### config.mk
export PLATFORM = sky130hd
export DESIGN_NAME = nbcac_11di_encoder_seq
export DESIGN_NICKNAME = d
export VERILOG_FILES = /design/src/rtl/nbcac_11di_encoder_seq.sv
export SDC_FILE = /design/constraint.sdc
export NUM_CORES = 1
export LEC_CHECK = 0
export CELL_PAD_IN_SITES_DETAIL_PLACEMENT = 1
export CELL_PAD_IN_SITES_GLOBAL_PLACEMENT = 1
export CORE_MARGIN = 5
export CORE_UTILIZATION = 42
export CTS_CLUSTER_DIAMETER = 150
export DETAILED_ROUTE_END_ITERATION = 7
export GPL_TIMING_DRIVEN = 0
export HOLD_SLACK_MARGIN = 0.08
export PLACE_DENSITY_LB_ADDON = 0.08
export SYNTH_ARGS = -nofsm -noshare
export SYNTH_HDL_FRONTEND = slang
export SYNTH_SLANG_ARGS = --single-unit
export TNS_END_PERCENT = 5
### constraint.sdc
create_clock -name clk -period 3.45 [get_ports clk]
set_input_delay 0.8625 -clock clk [delete_from_list [all_inputs] [get_ports clk]]
set_output_delay 0.8625 -clock clk [all_outputs]
set_load 0.01 [all_outputs]
### src/rtl/nbcac_11di_encoder_seq.sv
// -----------------------------------------------------------------------------
// nbcac_11di_encoder_seq
//   Sequential NBCAC crosstalk-avoidance encoder. Maps an 11-bit value onto a
//   16-bit codeword by greedy weight subtraction. One codeword bit is resolved
//   per clock, in the order d[2], d[3], ..., d[16], then d[1]. Decoding the
//   codeword (sum of w[k] over every set bit k) returns the input value.
//
// Ports
//   clk        in   clock, rising edge
//   rst        in   asynchronous active-high reset
//   in_valid   in   v_in is valid
//   in_ready   out  encoder can accept a word (IDLE only, low while rst=1)
//   v_in       in   value to encode, 0..2047
//   out_valid  out  d_out/err are valid
//   out_ready  in   sink accepts d_out
//   d_out      out  codeword, d_out[k-1] carries decoder bit d[k]
//   err        out  residue nonzero after the last step, qualified by out_valid
// -----------------------------------------------------------------------------
module nbcac_11di_encoder_seq #(
    parameter int DATA_W = 11,
    parameter int CODE_W = 16,
    parameter bit CHK_EN = 1'b1
) (
    input  logic              clk,
    input  logic              rst,
    input  logic              in_valid,
    output logic              in_ready,
    input  logic [DATA_W-1:0] v_in,
    output logic              out_valid,
    input  logic              out_ready,
    output logic [CODE_W-1:0] d_out,
    output logic              err
);

    localparam logic [1:0] ST_IDLE = 2'd0;
    localparam logic [1:0] ST_ENC  = 2'd1;
    localparam logic [1:0] ST_DONE = 2'd2;

    // Weight applied at a given step; step s covers bit k = s+2, step 15 covers k = 1.
    function automatic logic [DATA_W:0] step_weight(input logic [3:0] step);
        logic [DATA_W:0] w;
        case (step)
            4'd0:    w = 12'd1220;
            4'd1:    w = 12'd754;
            4'd2:    w = 12'd466;
            4'd3:    w = 12'd288;
            4'd4:    w = 12'd178;
            4'd5:    w = 12'd110;
            4'd6:    w = 12'd68;
            4'd7:    w = 12'd42;
            4'd8:    w = 12'd26;
            4'd9:    w = 12'd16;
            4'd10:   w = 12'd10;
            4'd11:   w = 12'd6;
            4'd12:   w = 12'd4;
            4'd13:   w = 12'd2;
            4'd14:   w = 12'd2;
            default: w = 12'd1;
        endcase
        return w;
    endfunction

    logic [1:0]        r_state;
    logic [DATA_W:0]   r_res;
    logic [3:0]        r_cnt;
    logic [CODE_W-1:0] r_code;
    logic              r_out_valid;
    logic              r_err;

    logic [DATA_W:0]   w_weight;
    logic              w_take;
    logic [DATA_W:0]   w_res_next;
    logic [3:0]        w_bit_idx;

    // Greedy step: compare residue with the current weight and pick the codeword bit to write.
    always_comb begin
        w_weight = step_weight(r_cnt);
        w_take   = (r_res >= w_weight);
        if (w_take) begin
            w_res_next = r_res - w_weight;
        end else begin
            w_res_next = r_res;
        end
        // Step 15 resolves d[1] (bit 0); every other step s resolves d[s+2] (bit s+1).
        if (r_cnt == 4'd15) begin
            w_bit_idx = 4'd0;
        end else begin
            w_bit_idx = r_cnt + 4'd1;
        end
    end

    // Control FSM plus residue/codeword datapath registers.
    always_ff @(posedge clk or posedge rst) begin
        if (rst) begin
            r_state     <= ST_IDLE;
            r_res       <= '0;
            r_cnt       <= 4'd0;
            r_code      <= '0;
            r_out_valid <= 1'b0;
            r_err       <= 1'b0;
        end else begin
            case (r_state)
                ST_IDLE: begin
                    if (in_valid) begin
                        r_res   <= {1'b0, v_in};
                        r_code  <= '0;
                        r_cnt   <= 4'd0;
                        r_err   <= 1'b0;
                        r_state <= ST_ENC;
                    end
                end
                ST_ENC: begin
                    r_res             <= w_res_next;
                    r_code[w_bit_idx] <= w_take;
                    r_cnt             <= r_cnt + 4'd1;
                    if (r_cnt == 4'd15) begin
                        r_state     <= ST_DONE;
                        r_out_valid <= 1'b1;
                        // Any leftover residue means the greedy walk failed to terminate.
                        r_err       <= (|w_res_next) & CHK_EN;
                    end
                end
                ST_DONE: begin
                    if (out_ready) begin
                        r_state     <= ST_IDLE;
                        r_out_valid <= 1'b0;
                    end
                end
                default: begin
                    r_state     <= ST_IDLE;
                    r_out_valid <= 1'b0;
                end
            endcase
        end
    end

    // Accept only from IDLE, and never while reset is held.
    assign in_ready  = (r_state == ST_IDLE) & ~rst;
    assign out_valid = r_out_valid;
    assign d_out     = r_code;
    assign err       = r_err;

endmodule

==> qor.txt, run 1 <==
Root Buffer - clkbuf_8
CP max-delay cell - dfrtp_2
Slew Limit Headroom - 0.465
largest family of logic cells by synthesized area - compound AO/OA/AOI/OAI gates
initial core utilization - 0.427
vias in the first global route - 2,709
Syn Nets - 370
met3 Use GR - 0.0326
Slew Limit Fails - 0
Post-Synth XOR/XNOR Area - 0.0229
type of origin of the critical path - flop
fillers - 786
final setup margin - 0.158 ns
synth top area cells - dfrtp_1 (34%), ha_1 (9.3%), o21ai_0 (6.4%)
CP Data Arrival Time - 3.52 ns
Final setup viols - 0
number of CTS-inserted buffers - 5
min Tclk post-route - 3.29 ns
distinct cell type count after synthesis - 48
wire length reported by the detailed router - 8780 microns
Yosys warnings - 0
number of synthesized register bits - 36
Syn-to-layout area delta - 22.4%
met1 usage - 0.303
CP peak stage delay - 0.45 ns
post-synth design cell area - 2680 sq um
CTS max path bufs - 2
Worst Path Buf+Inv - 3
vias per cell - 5.84
Detailed Route Iter0 Violations - 116
Post-synth EDFFs - 0
via count - 2,661
ys async rst share - 1.00
sequential area share after synthesis - 0.336
GR Layer Usage met2 - 0.347
Reg area - 905 sq um
H-tree levels - 2
drc violations - 0
ys flop type - dfrtp_1
largest net degree at the start of global routing - 37
Final Cycle Share - 0.954
clock skew - 0.00802 ns
GRT Util Overall - 0.215
Max Cap Viol - 0
adder-cell share of the synthesized area - 0.101
Synth Area in Simple Gates - 0.185
gp weighted congestion - 0.847
worst path required time - 3.68 ns
Overflow after GRT - 0
Slew @ Worst Pin - 0.801 ns
Die X-Extent - 89.9 microns
Clock transition at path regs - 0.08 ns
die footprint - 8080 sq um
ANT nets after route - 0
area leader, netlist - dfrtp_1
CP Capture Type - flop
final hold viol count - 0
fraction of layout instances using a drive strength above 1 - 0.108
Die Span Y - 89.9 microns
clock sinks - 36
f_max - 304 MHz
Core ar. - 6280 sq um
later-pin clock latency in the skew report - 0.31 ns
Top delay family on crit path - compound AO/OA/AOI/OAI gates
multi-input logic area - 1690 sq um
I/O pin total - 34
drt wl/cell - 19.3 microns
antenna violations before repair - 0
RSZ-0062 raised after global routing - yes
DPL Wire Length - 6540 microns
syn avg cell area - 8.02 sq um
post-place setup slack - -0.261 ns
CP cell instances - buf_4 -> ha_1 -> clkbuf_2 -> inv_2 -> o21ai_0 -> a21oi_1 -> ha_2 -> a211oi_4 -> nor2_1 -> o21ai_2 -> nand3_2 -> and4_4 -> o211ai_1 -> o2bb2ai_1
mux share of post-synthesis cell area - 0.00374
critical path class - flop to flop
drt pass-1 iters - 4
Cells after Synth - 334
global-route wire length before repair - 14,000 microns
Port Buffers - 33
status - finished clean
Rows - 29
Yosys top cell area share - 0.336
Hold Crit Class - flop to flop
Compound-Gate Fraction of Synth Area - 0.305
Crit Path Max Fanout - 9
busiest layer in global routing - met2
fin nets - 414
CTS tree - yes
# diodes - 0
[cell families after synthesis]
group | Yosys count
AOI/OAI and AO/OA | 131
and+or+nand+nor | 107
DFF | 36
buffers and inverters | 31
adders and majority gates | 21
xor gates and xnor gates | 7
muxes | 1
[registers in the layout, summed over array words and instances, names as in the netlist]
name       cells
out_valid      1
err            1
r_cnt          4
d_out         16
r_res         12
r_state        2
[what timing repair did]
| action | CTS | global route |
|---|---|---|
| endpoints found under the setup margin | 29 | 29 |
| endpoints found under the hold margin | 0 | 0 |
| setup buffers | 1 | 4 |
| gates resized for setup | 7 | 10 |
| pin swaps | 2 | 0 |
| hold buffers | 0 | 0 |
[per-stage QoR]
stage	instance area (sq um)	util	TNS, ns	hold WS, ns	instances
after floorplan	2680	-	0	0.493	334
after global placement	3110	0.495	-4.45	0.464	444
after detailed placement	3110	0.495	-4.10	0.469	444
after CTS	3220	0.513	0	0.486	452
after global routing	3280	0.522	-0.225	0.516	456
final	3280	0.522	0	0.480	456
[final cells by class]
class,count,area share
Buffer,16,0.0217
Sequential cell,36,0.276
Tap cell,77,0.0294
Clock inverter,1,0.00229
Inverter,14,0.0160
Clock buffer,7,0.0263
Multi-Input combinational cell,267,0.516
Timing Repair Buffer,38,0.112
[worst register-to-register path: stages (launching register included)]
cell	delay, ns
dfrtp_2	0.45
buf_4	0.15
ha_1	0.20
clkbuf_2	0.19
inv_2	0.12
o21ai_0	0.10
a21oi_1	0.21
ha_2	0.35
a211oi_4	0.32
nor2_1	0.13
o21ai_2	0.20
nand3_2	0.17
and4_4	0.21
o211ai_1	0.25
o2bb2ai_1	0.15
[cells in the final DEF, fill, tap and decap left out, drive strengths merged, types with 5 or more instances in the layout]
master          n
nand2          37
nor2           31
dfrtp          36
ha             20
o21ai          54
buf             8
nand3          10
clkdlybuf4s50  33
a21boi         15
a21oi          20
clkbuf         20
nor3            7
o22ai           9
o22a            5
a21o            6
xor2            5
inv            14
[path summary, 6_finish.rpt]
path / start / to / slack (ns) / depth (start not counted)
setup / recovery: r_cnt[0] / err / 0.16 / 14
hold / removal: d_out[10] / d_out[10] / 0.48 / 2
setup reg to reg: r_cnt[0] / err / 0.16 / 14
hold reg to reg: d_out[10] / d_out[10] / 0.48 / 2
max in group asynchronous: rst / r_cnt[3] / 1.85 / 2
min in group asynchronous: rst / d_out[4] / 1.06 / 2
[Yosys cell counts (6+ instances only)]
| cell type | count |
|---|---|
| ha_1 | 20 |
| nor2_1 | 31 |
| a21boi_0 | 12 |
| clkbuf_1 | 13 |
| o21ai_1 | 20 |
| nor3_1 | 7 |
| inv_1 | 14 |
| a21oi_1 | 19 |
| a21o_1 | 6 |
| nand3_1 | 9 |
| nand2_1 | 37 |
| o22ai_1 | 8 |
| o21ai_0 | 34 |
| dfrtp_1 | 36 |
[metal layers]
layer / share of wire / vias to the layer above
met5: 0 / -
met4: 0.0091 / 0
met3: 0.041 / 8
met2: 0.47 / 45
met1: 0.48 / 1317
li1: - / 1291
Power of run 1 is left out: the tool's default activity adds up to more than one toggle a clock period on the data nets, which glitch-free logic cannot reach.
==> run 2, diff against run 1 <==
--- a/config.mk
+++ b/config.mk
@@ -5,6 +5,7 @@
 export SDC_FILE = /design/constraint.sdc
 export NUM_CORES = 1
 export LEC_CHECK = 0
+export ABC_CLOCK_PERIOD_IN_PS = 3450
 export CELL_PAD_IN_SITES_DETAIL_PLACEMENT = 1
 export CELL_PAD_IN_SITES_GLOBAL_PLACEMENT = 1
 export CORE_MARGIN = 5
==> results of run 2 <==
The final DEF is identical to that of run 1; final timing and power are the same.
Power of run 2 is left out for the same reason.
==> run 3, diff against run 2 <==
--- a/config.mk
+++ b/config.mk
@@ -5,7 +5,7 @@
 export SDC_FILE = /design/constraint.sdc
 export NUM_CORES = 1
 export LEC_CHECK = 0
-export ABC_CLOCK_PERIOD_IN_PS = 3450
+export ABC_CLOCK_PERIOD_IN_PS = 3590
 export CELL_PAD_IN_SITES_DETAIL_PLACEMENT = 1
 export CELL_PAD_IN_SITES_GLOBAL_PLACEMENT = 1
 export CORE_MARGIN = 5
==> constraint.sdc (replaced) <==
create_clock -name clk -period 3.59 [get_ports clk]
set_input_delay 0.8975 -clock clk [delete_from_list [all_inputs] [get_ports clk]]
set_output_delay 0.8975 -clock clk [all_outputs]
set_load 0.01 [all_outputs]
==> run 3 against run 2 <==
  * Global-route usage is 0.32 points lower
  * Final area down 0.42%
  * Maximum frequency fell by 1.2%
  * Register-to-register slack improved by 0.10 ns
  * Setup slack improved by 0.10 ns
  * Largest cell class unchanged
  * Highest routed layer unchanged
  * Worst hold slack about the same
  * Non-clock buffer count fell by 1
  * Sequential share of layout area up 0.12 points
  * Critical endpoint is now d_out[4]
  * Via count rose by 0.64%
  * Sequential cell count stayed put
  * Critical path depth decreased by 2
  * Clock-buffer cell count unchanged
==> qor.txt, run 3 (synthesis results as in run 1) <==
status - finished clean (unchanged)
Worst Path Buf+Inv - 3 (unchanged)
ANT nets after route - 0 (unchanged)
Rows - 29 (unchanged)
drt wl/cell - 19.1 microns (was 19.3 microns)
Die Span Y - 89.9 microns (unchanged)
# diodes - 0 (unchanged)
type of origin of the critical path - flop (unchanged)
Root Buffer - clkbuf_8 (unchanged)
CP cell instances - clkbuf_1 -> clkbuf_2 -> o21ai_0 -> a21oi_1 -> fa_2 -> a211oi_4 -> nor2_1 -> o21ai_2 -> a31oi_2 -> buf_2 -> nand2_1 -> o22ai_1 (was buf_4 -> ha_1 -> clkbuf_2 -> inv_2 -> o21ai_0 -> a21oi_1 -> ha_2 -> a211oi_4 -> nor2_1 -> o21ai_2 -> nand3_2 -> and4_4 -> o211ai_1 -> o2bb2ai_1)
Slew Limit Headroom - 0.465 (about the same)
clock skew - 0.00759 ns (was 0.00802 ns)
CP Data Arrival Time - 3.55 ns (was 3.52 ns)
gp weighted congestion - 0.847 (unchanged)
Final setup viols - 0 (unchanged)
min Tclk post-route - 3.33 ns (was 3.29 ns)
Overflow after GRT - 0 (unchanged)
final hold viol count - 0 (unchanged)
vias per cell - 5.89 (was 5.84)
Finished Core Util - 0.520 (was 0.522)
H-tree levels - 2 (unchanged)
drc violations - 0 (unchanged)
CP peak stage delay - 0.39 ns (was 0.45 ns)
CP Capture Type - flop (unchanged)
initial core utilization - 0.427 (unchanged)
commonest non-fill, non-tap cell in the layout - nand2_1 (unchanged)
Final Cycle Share - 0.928 (was 0.954)
global-route wire length before repair - 13,800 microns (was 14,000 microns)
CP max-delay cell - dfrtp_1 (was dfrtp_2)
DPL Wire Length - 6540 microns (unchanged)
Clock transition at path regs - 0.08 ns (about the same)
Die X-Extent - 89.9 microns (unchanged)
Syn-to-layout area delta - 21.9% (was 22.4%)
critical path class - flop to flop (unchanged)
Crit Path Max Fanout - 10 (was 9)
commonest non-fill, non-tap cells in the layout - nand2_1 (37), o21ai_0 (34), dfrtp_1 (33), clkdlybuf4s50_1 (33), nor2_1 (31) (unchanged)
Detailed Route Iter0 Violations - 108 (was 116)
antenna violations before repair - 0 (unchanged)
vias in the first global route - 2,678 (was 2,709)
Top delay family on crit path - compound AO/OA/AOI/OAI gates (unchanged)
later-pin clock latency in the skew report - 0.30 ns (was 0.31 ns)
Port Buffers - 33 (unchanged)
number of flip-flops in the largest register - 16 (unchanged)
largest net degree at the start of global routing - 37 (unchanged)
RSZ-0062 raised after global routing - no (was yes)
CTS Hold Bufs - 0 (unchanged)
clock sinks - 36 (unchanged)
I/O pin total - 34 (unchanged)
die footprint - 8080 sq um (unchanged)
f_max - 300 MHz (was 304 MHz)
wire length reported by the detailed router - 8710 microns (was 8780 microns)
Max Cap Viol - 0 (unchanged)
fin nets - 413 (was 414)
GRT Util Overall - 0.211 (was 0.215)
Slew Limit Fails - 0 (unchanged)
CTS tree - yes (unchanged)
Hold Crit Class - flop to flop (unchanged)
Slew @ Worst Pin - 0.802 ns (was 0.801 ns)
CTS max path bufs - 2 (unchanged)
Core ar. - 6280 sq um (unchanged)
drt pass-1 iters - 5 (was 4)
number of CTS-inserted buffers - 5 (unchanged)
worst path required time - 3.81 ns (was 3.68 ns)
via count - 2,678 (was 2,661)
fraction of layout instances using a drive strength above 1 - 0.0979 (was 0.108)
==> run 3: cell count changes in the layout (fill, tap and decap cells not counted) <==
cell      previous run  this run
clkbuf_1            10        11
inv_2                2         1
ha_1                19        20
buf_4                5         4
buf_2                3         4
clkbuf_4             1         0
ha_2                 1         0
clkbuf_2             3         2
inv_1               12        13
==> run 3: repair_timing <==
action | in CTS | in global routing
buffers inserted | 0 | 4
setup endpoints to repair | 22 | 28
pin swaps | 0 | 1
resized for setup | 3 | 11
==> run 3: worst reg2reg max path, stage by stage, from the launching register on <==
cell,delay (ns)
dfrtp_1,0.39
clkbuf_1,0.39
clkbuf_2,0.31
o21ai_0,0.15
a21oi_1,0.36
fa_2,0.33
a211oi_4,0.09
nor2_1,0.21
o21ai_2,0.11
a31oi_2,0.25
buf_2,0.33
nand2_1,0.14
o22ai_1,0.19
==> run 3: final timing paths <==
kind	startpoint	end	slack, ns	cells past startpoint
setup / recovery	r_cnt[2]	d_out[4]	0.26	12
hold / removal	d_out[10]	d_out[10]	0.48	2
setup reg to reg	r_cnt[2]	d_out[4]	0.26	12
hold reg to reg	d_out[10]	d_out[10]	0.48	2
max in group asynchronous	rst	r_cnt[3]	1.94	2
min in group asynchronous	rst	r_state[0]	1.10	2
==> run 3: routing by layer <==
metal | wire length, microns | GRT usage
met1 | 4250 | 0.301
met2 | 4020 | 0.340
met3 | 345 | 0.0326
met4 | 92 | 0.0447
met5 | 0 | 0
==> run 3: area by class of cell <==
class                      instances  area (sq um)
timing repair buffer              37           360
sequential                        36           905
multi-input combinational        267          1690
tap                               77          96.3
clock buffer                       7          86.3
inverter                          14          52.6
buffer                            16          67.6
fill                             794          3010
clock inverter                     1          7.51
==> run 3: per-stage QoR <==
step	worst slack (ns)	cells	area [sq um]	hold slack [ns]	setup TNS [ns]
floorplan	0.552	334	2680	0.493	0
global placement	-0.125	444	3110	0.464	-1.05
detailed placement	-0.121	444	3110	0.469	-0.939
CTS	0.0387	451	3200	0.486	0
global route	0.0570	455	3270	0.516	0
finish	0.258	455	3270	0.481	0
Power of run 3 is left out for the same reason.
